--- src/rtl/rr_arbiter8.sv ---
// Eight-requester round-robin arbiter with grant hold and a hold-time limit.
// Grants are registered; a rotating pointer ranks requesters after each release.
module rr_arbiter8 #(
    parameter int unsigned MAX_HOLD = 4
) (
    input  logic       clk,
    input  logic       rst_n,
    input  logic       en,
    input  logic [7:0] req,
    output logic [7:0] gnt,
    output logic [2:0] gnt_idx,
    output logic       gnt_valid,
    output logic       timeout
);

    typedef enum logic {
        IDLE  = 1'b0,
        GRANT = 1'b1
    } state_t;

    localparam logic [7:0] HOLD_MAX = 8'(MAX_HOLD);
    localparam logic       HOLD_LIM = (MAX_HOLD != 0);

    state_t     state_q, state_d;
    logic [2:0] ptr_q, ptr_d;
    logic [2:0] idx_q, idx_d;
    logic [7:0] hold_q, hold_d;
    logic       timeout_q, timeout_d;

    logic [15:0] req_dbl;
    logic [7:0]  req_rot;
    logic [2:0]  win_off;
    logic [2:0]  win_idx;
    logic        idx_req;

    // Rotate req so the pointer position lands on bit 0.
    assign req_dbl = {req, req};
    assign req_rot = req_dbl[ptr_q +: 8];

    // Lowest set bit of the rotated vector is the first hit from ptr upward.
    always_comb begin
        win_off = 3'd0;
        for (int i = 7; i >= 0; i--) begin
            if (req_rot[i]) begin
                win_off = 3'(i);
            end
        end
    end

    assign win_idx = ptr_q + win_off;
    assign idx_req = req[idx_q];

    // Next-state logic: grant from IDLE, release or hold from GRANT.
    always_comb begin
        state_d   = state_q;
        ptr_d     = ptr_q;
        idx_d     = idx_q;
        hold_d    = hold_q;
        timeout_d = 1'b0;
        unique case (state_q)
            IDLE: begin
                if (en && (req != 8'h00)) begin
                    idx_d   = win_idx;
                    hold_d  = 8'd1;
                    state_d = GRANT;
                end
            end
            GRANT: begin
                if (!en || !idx_req) begin
                    ptr_d   = idx_q + 3'd1;
                    state_d = IDLE;
                end else if (HOLD_LIM && (hold_q == HOLD_MAX)) begin
                    ptr_d     = idx_q + 3'd1;
                    state_d   = IDLE;
                    timeout_d = 1'b1;
                end else if (hold_q != 8'hFF) begin
                    hold_d = hold_q + 8'd1;
                end
            end
            default: state_d = IDLE;
        endcase
    end

    // State and bookkeeping registers.
    always_ff @(posedge clk or negedge rst_n) begin
        if (!rst_n) begin
            state_q   <= IDLE;
            ptr_q     <= 3'd0;
            idx_q     <= 3'd0;
            hold_q    <= 8'd0;
            timeout_q <= 1'b0;
        end else begin
            state_q   <= state_d;
            ptr_q     <= ptr_d;
            idx_q     <= idx_d;
            hold_q    <= hold_d;
            timeout_q <= timeout_d;
        end
    end

    assign gnt_valid = (state_q == GRANT);
    assign gnt       = gnt_valid ? (8'h01 << idx_q) : 8'h00;
    assign gnt_idx   = gnt_valid ? idx_q : 3'd0;
    assign timeout   = timeout_q;

endmodule

--- config.mk ---
export PLATFORM = sky130hd
export DESIGN_NAME = rr_arbiter8
export DESIGN_NICKNAME = d
export VERILOG_FILES = /design/src/rtl/rr_arbiter8.sv
export SDC_FILE = /design/constraint.sdc
export NUM_CORES = 1
export LEC_CHECK = 0
export BUFFER_PORTS_ARGS = -buffer_cell sky130_fd_sc_hd__clkbuf_2
export CORE_ASPECT_RATIO = 1.2
export CORE_MARGIN = 5
export CORE_UTILIZATION = 45
export CTS_BUF_LIST = sky130_fd_sc_hd__clkbuf_4
export DETAILED_ROUTE_END_ITERATION = 12
export GPL_TIMING_DRIVEN = 0
export HOLD_SLACK_MARGIN = 0.15
export PLACE_DENSITY_LB_ADDON = 0.3
export SLEW_MARGIN = 25
export SYNTH_ARGS = -nofsm -noshare
export SYNTH_HDL_FRONTEND = slang
export SYNTH_SLANG_ARGS = --single-unit
--- constraint.sdc ---
create_clock -name clk -period 3.05 [get_ports clk]
set_input_delay 0.1525 -clock clk [delete_from_list [all_inputs] [get_ports clk]]
set_output_delay 0.1525 -clock clk [all_outputs]
set_load 0.01 [all_outputs]
==> summary.log <==
qor: status.status finished, final reports clean
qor: sta.final-setup-viol-count 0
qor: global_routing.first_global_vias 1376
qor: worst_hold_path.min_path_type input port to register
qor: sta.fmaxAchievable 0.337 GHz
qor: power.static-leakage-power 0.828 nW
qor: final_layout.fin_nets 237
qor: placed_design.gpl.final_weighted_congestion 0.874
qor: clocking.clockBufferDepth 2
qor: final_layout.finish.cell_count_without_fillers 252
qor: setup_path.cp_max_fo 6
qor: global_routing.grt_antenna_before_repair 0
qor: yosys.post_synth_main_area_contributors sky130_fd_sc_hd__dfrtp_1 (26%), sky130_fd_sc_hd__ha_1 (7.3%), sky130_fd_sc_hd__mux4_1 (6.8%), sky130_fd_sc_hd__nand2_1 (6.8%), sky130_fd_sc_hd__mux2i_1 (4.5%)
qor: global_routing.met1_use_gr 0.221
qor: final_layout.drive_gt1_frac 0.242
qor: setup_path.critical_path_arrival 3.17 ns
qor: yosys.netlist_area 1550 µm²
qor: final_layout.area_added_between_synthesis_and_finish 19.7%
qor: yosys.synth_most_common_cell sky130_fd_sc_hd__nand2_1
qor: yosys.synth_fp_nets 204
qor: global_routing.grt_start_max_net_pins 17
qor: global_routing.globalRouteMet2Util 0.263
qor: floorplanning.starting_density_of_the_core 0.463
qor: global_routing.global_route_usage_sum 0.161
qor: setup_path.crit_path_end_kind register
qor: setup_path.worst_path_largest_cell_delay 0.54 ns
qor: clocking.cts.clk_slew.worst_paths 0.08 ns
qor: sta.worst-slew-pin-transition 0.744 ns
qor: sta.maxSlewHeadroom 0.501
qor: route.detail_route.wl_per_cell 15.0 µm
qor: final_layout.fillers 301
qor: placed_design.place_area 1710 µm²
qor: setup_path.critical_path.reg2reg.startpoint ptr_q[0]
qor: setup_path.critical_path.most_common_cell sky130_fd_sc_hd__nor2_1
qor: final_layout.antenna_cells_inserted 0
qor: sta.setup_total_negative_slack 0 ns
qor: setup_path.setup.worst_path.class register to register
qor: setup_path.setup.worst_path.start_class register
qor: clocking.cts_buf_count 3
qor: yosys.synth_commonest_cells sky130_fd_sc_hd__nand2_1 (28), sky130_fd_sc_hd__dfrtp_1 (16), sky130_fd_sc_hd__a21oi_1 (12)
qor: floorplanning.overall_die_area 4710 µm²
qor: yosys.synthDominantAreaCellType sky130_fd_sc_hd__dfrtp_1
qor: yosys.synth.yosys.seq_area_share 0.259
qor: route.vias_per_cell 5.97
qor: final_layout.finalCoreUtilization 0.554
qor: floorplanning.die_width 63.5 µm
qor: yosys.synth.top_cell.area_share 0.259
qor: power.cellPowerDensity 802 nW/µm²
qor: setup_path.r2r-end idx_q[2]
qor: floorplanning.die_height 74.2 µm
qor: clocking.cts-root-buf sky130_fd_sc_hd__clkbuf_4
qor: yosys.yosys_warnings 0
qor: sta.layout_worst_path_cycle_share 0.972
qor: clocking.clock_sinks 16
qor: global_routing.gr-max-usage-layer met2
qor: yosys.synth_async_sr_flop_share 1.00
qor: final_layout.final_design_area_no_fill 1850 µm²
qor: setup_path.critical-path-slowest-cell sky130_fd_sc_hd__mux4_2
qor: setup_path.timing.critical_path.from ptr_q[0]
qor: clocking.ctsHtreeMaxLevel 1
qor: worst_hold_path.min_delay_path_depth 3
qor: route.routed_wl 3790 µm
qor: route.routed-via-count 1504
qor: yosys.syn_inst 183
qor: yosys.synth-main-ff-cell sky130_fd_sc_hd__dfrtp_1
qor: route.detailedRoute.firstPassIterationCount 4
qor: sta.timing.final.crit_period 2.96 ns
qor: sta.worst_clock_skew 0.00569 ns
qor: route.drt_iter0_drc 104
qor: yosys.number_of_synthesized_flops_with_an_enable_pin 0
qor: setup_path.worst_reg_to_reg_cells 13
qor: route.drcViolationCount 0
qor: clocking.tritoncts_clock_tree done
qor: global_routing.grt_overflow 0
qor: placed_design.placed_cell_count 243
qor: yosys.postSynthAreaPerCell 8.45 µm²
qor: job.drv_cap 0
qor: clocking.clock_latency_reported_for_the_late_side_of_the_worst_skew_pair 0.28 ns
qor: setup_path.crit_chain buf_6 > mux4_2 > o221ai_2 > a21oi_1 > nor2_1 > a2bb2oi_1 > nor2_1 > ha_1 > inv_1 > fa_2 > xnor2_2 > or4b_4 > o211ai_2
qor: final_layout.footprint_of_the_multi_input_gates 1150 µm²
qor: setup_path.timing.reg2reg.setup_slack 0.09 ns
qor: sta.hold_violations 0
qor: setup_path.critical_path_buf_inv_count 2
qor: setup_path.critPathRequiredTime 3.26 ns
qor: final_layout.seq_area 400 µm²
qor: power.vdd_drop_max 520 µV
qor: setup_path.timing.critical_path.max_delay_family simple AND/OR/NAND/NOR gates
qor: yosys.synth_cell_types 45
qor: global_routing.grt_pass1_wl 6180 µm
qor: floorplanning.design.portCount 24
qor: floorplanning.coreArea 3340 µm²
qor: route.drt.antenna.violating_nets 0
qor: setup_path.crit_path_end idx_q[2]
qor: setup_path.number_of_gates_on_the_worst_path_with_buffers_counted 13
qor: sta.final_max_slew_viol_count 0
qor: placed_design.portBuffers 23
qor: floorplanning.core.rowCount 23
qor: global_routing.grt_util_met3 0.0242
qor: placed_design.detailedPlacementHpwl 2790 µm
qor: sta.rsz0062_at_grt yes
qor: yosys.ys_seq_elements 16
==> worst reg2reg max path: cells and delay by family, from the launching register on <==
kind	cells	cell delay (ns)
AOI/OAI and AO/OA	4	0.40
xor gates and xnor gates	1	0.15
adders and majority gates	2	0.52
buffers and inverters	2	0.20
DFF	1	0.38
muxes	1	0.54
and+or+nand+nor	3	0.73
==> area by class of cell <==
type / instances / area share
repair buffers: 28 / 0.0838
flip-flops and latches: 16 / 0.216
clock inverters: 1 / 0.00203
inverters: 10 / 0.0203
clock buffers: 3 / 0.0122
multi-input cells: 151 / 0.619
plain buffers: 6 / 0.0210
well taps: 37 / 0.0250
==> repair_timing <==
action | 4_1_cts | 5_1_grt
buffers inserted | 1 | 3
endpoints found under the setup margin | 1 | 1
resized for setup | 3 | 20
hold endpoints to repair | 16 | 0
hold buffers | 1 | 0
==> cells by family (layout without fill, tap and decap cells) <==
logic type / Yosys count / count (layout) / synth area share
buffers and inverters: 16 / 48 / 0.0445
adders and majority gates: 10 / 10 / 0.0858
muxes: 13 / 13 / 0.128
AOI/OAI and AO/OA: 43 / 43 / 0.187
DFF: 16 / 16 / 0.259
xor gates and xnor gates: 3 / 3 / 0.0170
and+or+nand+nor: 82 / 82 / 0.279
==> per-layer routing <==
layer  vias to the layer above  routed length (µm)
met5                         -                   0
met4                         0                  27
met3                         4                 146
met2                        34                1910
met1                       722                1700
li1                        744                   -
==> sequential cells by signal, summed over array words and instances, names as in the netlist <==
name and flops:
gnt_valid 1, idx_q 3, timeout 1, hold_q 8
ptr_q 3
==> cell usage in the layout (no fill, tap or decap), types with 2 or more instances in the layout <==
| master | netlist | layout |
|---|---|---|
| sky130_fd_sc_hd__a21oi_1 | 12 | 12 |
| sky130_fd_sc_hd__a211o_1 | 2 | 2 |
| sky130_fd_sc_hd__nor2b_1 | 2 | 2 |
| sky130_fd_sc_hd__nor3_1 | 4 | 4 |
| sky130_fd_sc_hd__ha_1 | 9 | 9 |
| sky130_fd_sc_hd__mux2_2 | 2 | 2 |
| sky130_fd_sc_hd__clkbuf_1 | 4 | 2 |
| sky130_fd_sc_hd__nand4_1 | 3 | 3 |
| sky130_fd_sc_hd__mux2i_4 | 0 | 4 |
| sky130_fd_sc_hd__nand3_1 | 10 | 10 |
| sky130_fd_sc_hd__inv_1 | 10 | 10 |
| sky130_fd_sc_hd__nor2_1 | 11 | 11 |
| sky130_fd_sc_hd__a31oi_1 | 2 | 2 |
| sky130_fd_sc_hd__and3_1 | 4 | 4 |
| sky130_fd_sc_hd__clkbuf_2 | 0 | 24 |
| sky130_fd_sc_hd__clkbuf_4 | 0 | 4 |
| sky130_fd_sc_hd__o31ai_1 | 2 | 2 |
| sky130_fd_sc_hd__nand2_1 | 28 | 28 |
| sky130_fd_sc_hd__o21ai_1 | 1 | 2 |
| sky130_fd_sc_hd__and2_1 | 8 | 8 |
| sky130_fd_sc_hd__buf_4 | 0 | 5 |
| sky130_fd_sc_hd__dfrtp_1 | 16 | 16 |
| sky130_fd_sc_hd__mux2i_1 | 7 | 3 |
| sky130_fd_sc_hd__o221ai_2 | 0 | 2 |
| sky130_fd_sc_hd__mux4_2 | 0 | 2 |
| sky130_fd_sc_hd__or4b_1 | 3 | 2 |
| sky130_fd_sc_hd__o21ai_0 | 9 | 8 |
| sky130_fd_sc_hd__xnor2_1 | 3 | 2 |
| sky130_fd_sc_hd__a211oi_1 | 4 | 4 |
| sky130_fd_sc_hd__mux4_1 | 4 | 2 |
==> worst min path at each step <==
| stage | endpoint | slack [ns] | start |
|---|---|---|---|
| after global routing | timeout | 0.17 | en |
| after global placement | hold_q[1] | 0.1 | rst_n |
| after floorplan | gnt_valid | -0.14 | rst_n |
| after CTS | timeout | 0.16 | en |
| after detailed placement | hold_q[1] | 0.1 | rst_n |
| final | timeout | 0.16 | en |
==> metrics by stage <==
stage / setup WS, ns / hold slack (ns) / total power [mW]
2_1_floorplan: 0.153 / -0.143 / 0.989
3_3_place_gp: -0.128 / 0.0983 / 1.21
3_5_place_dp: -0.118 / 0.0992 / 1.22
4_1_cts: 0.00367 / 0.155 / 1.35
5_1_grt: -0.0848 / 0.174 / 1.63
6_report: 0.0865 / 0.165 / 1.48
==> report_power, final <==
group	internal [mW]	total, mW	switching, mW
sequential	0.271	0.347	0.0767
combinational	0.468	1.03	0.559
clock	0.0475	0.110	0.0630
total	0.786	1.48	0.699
No activity file was read; power rests on OpenSTA's default activity.
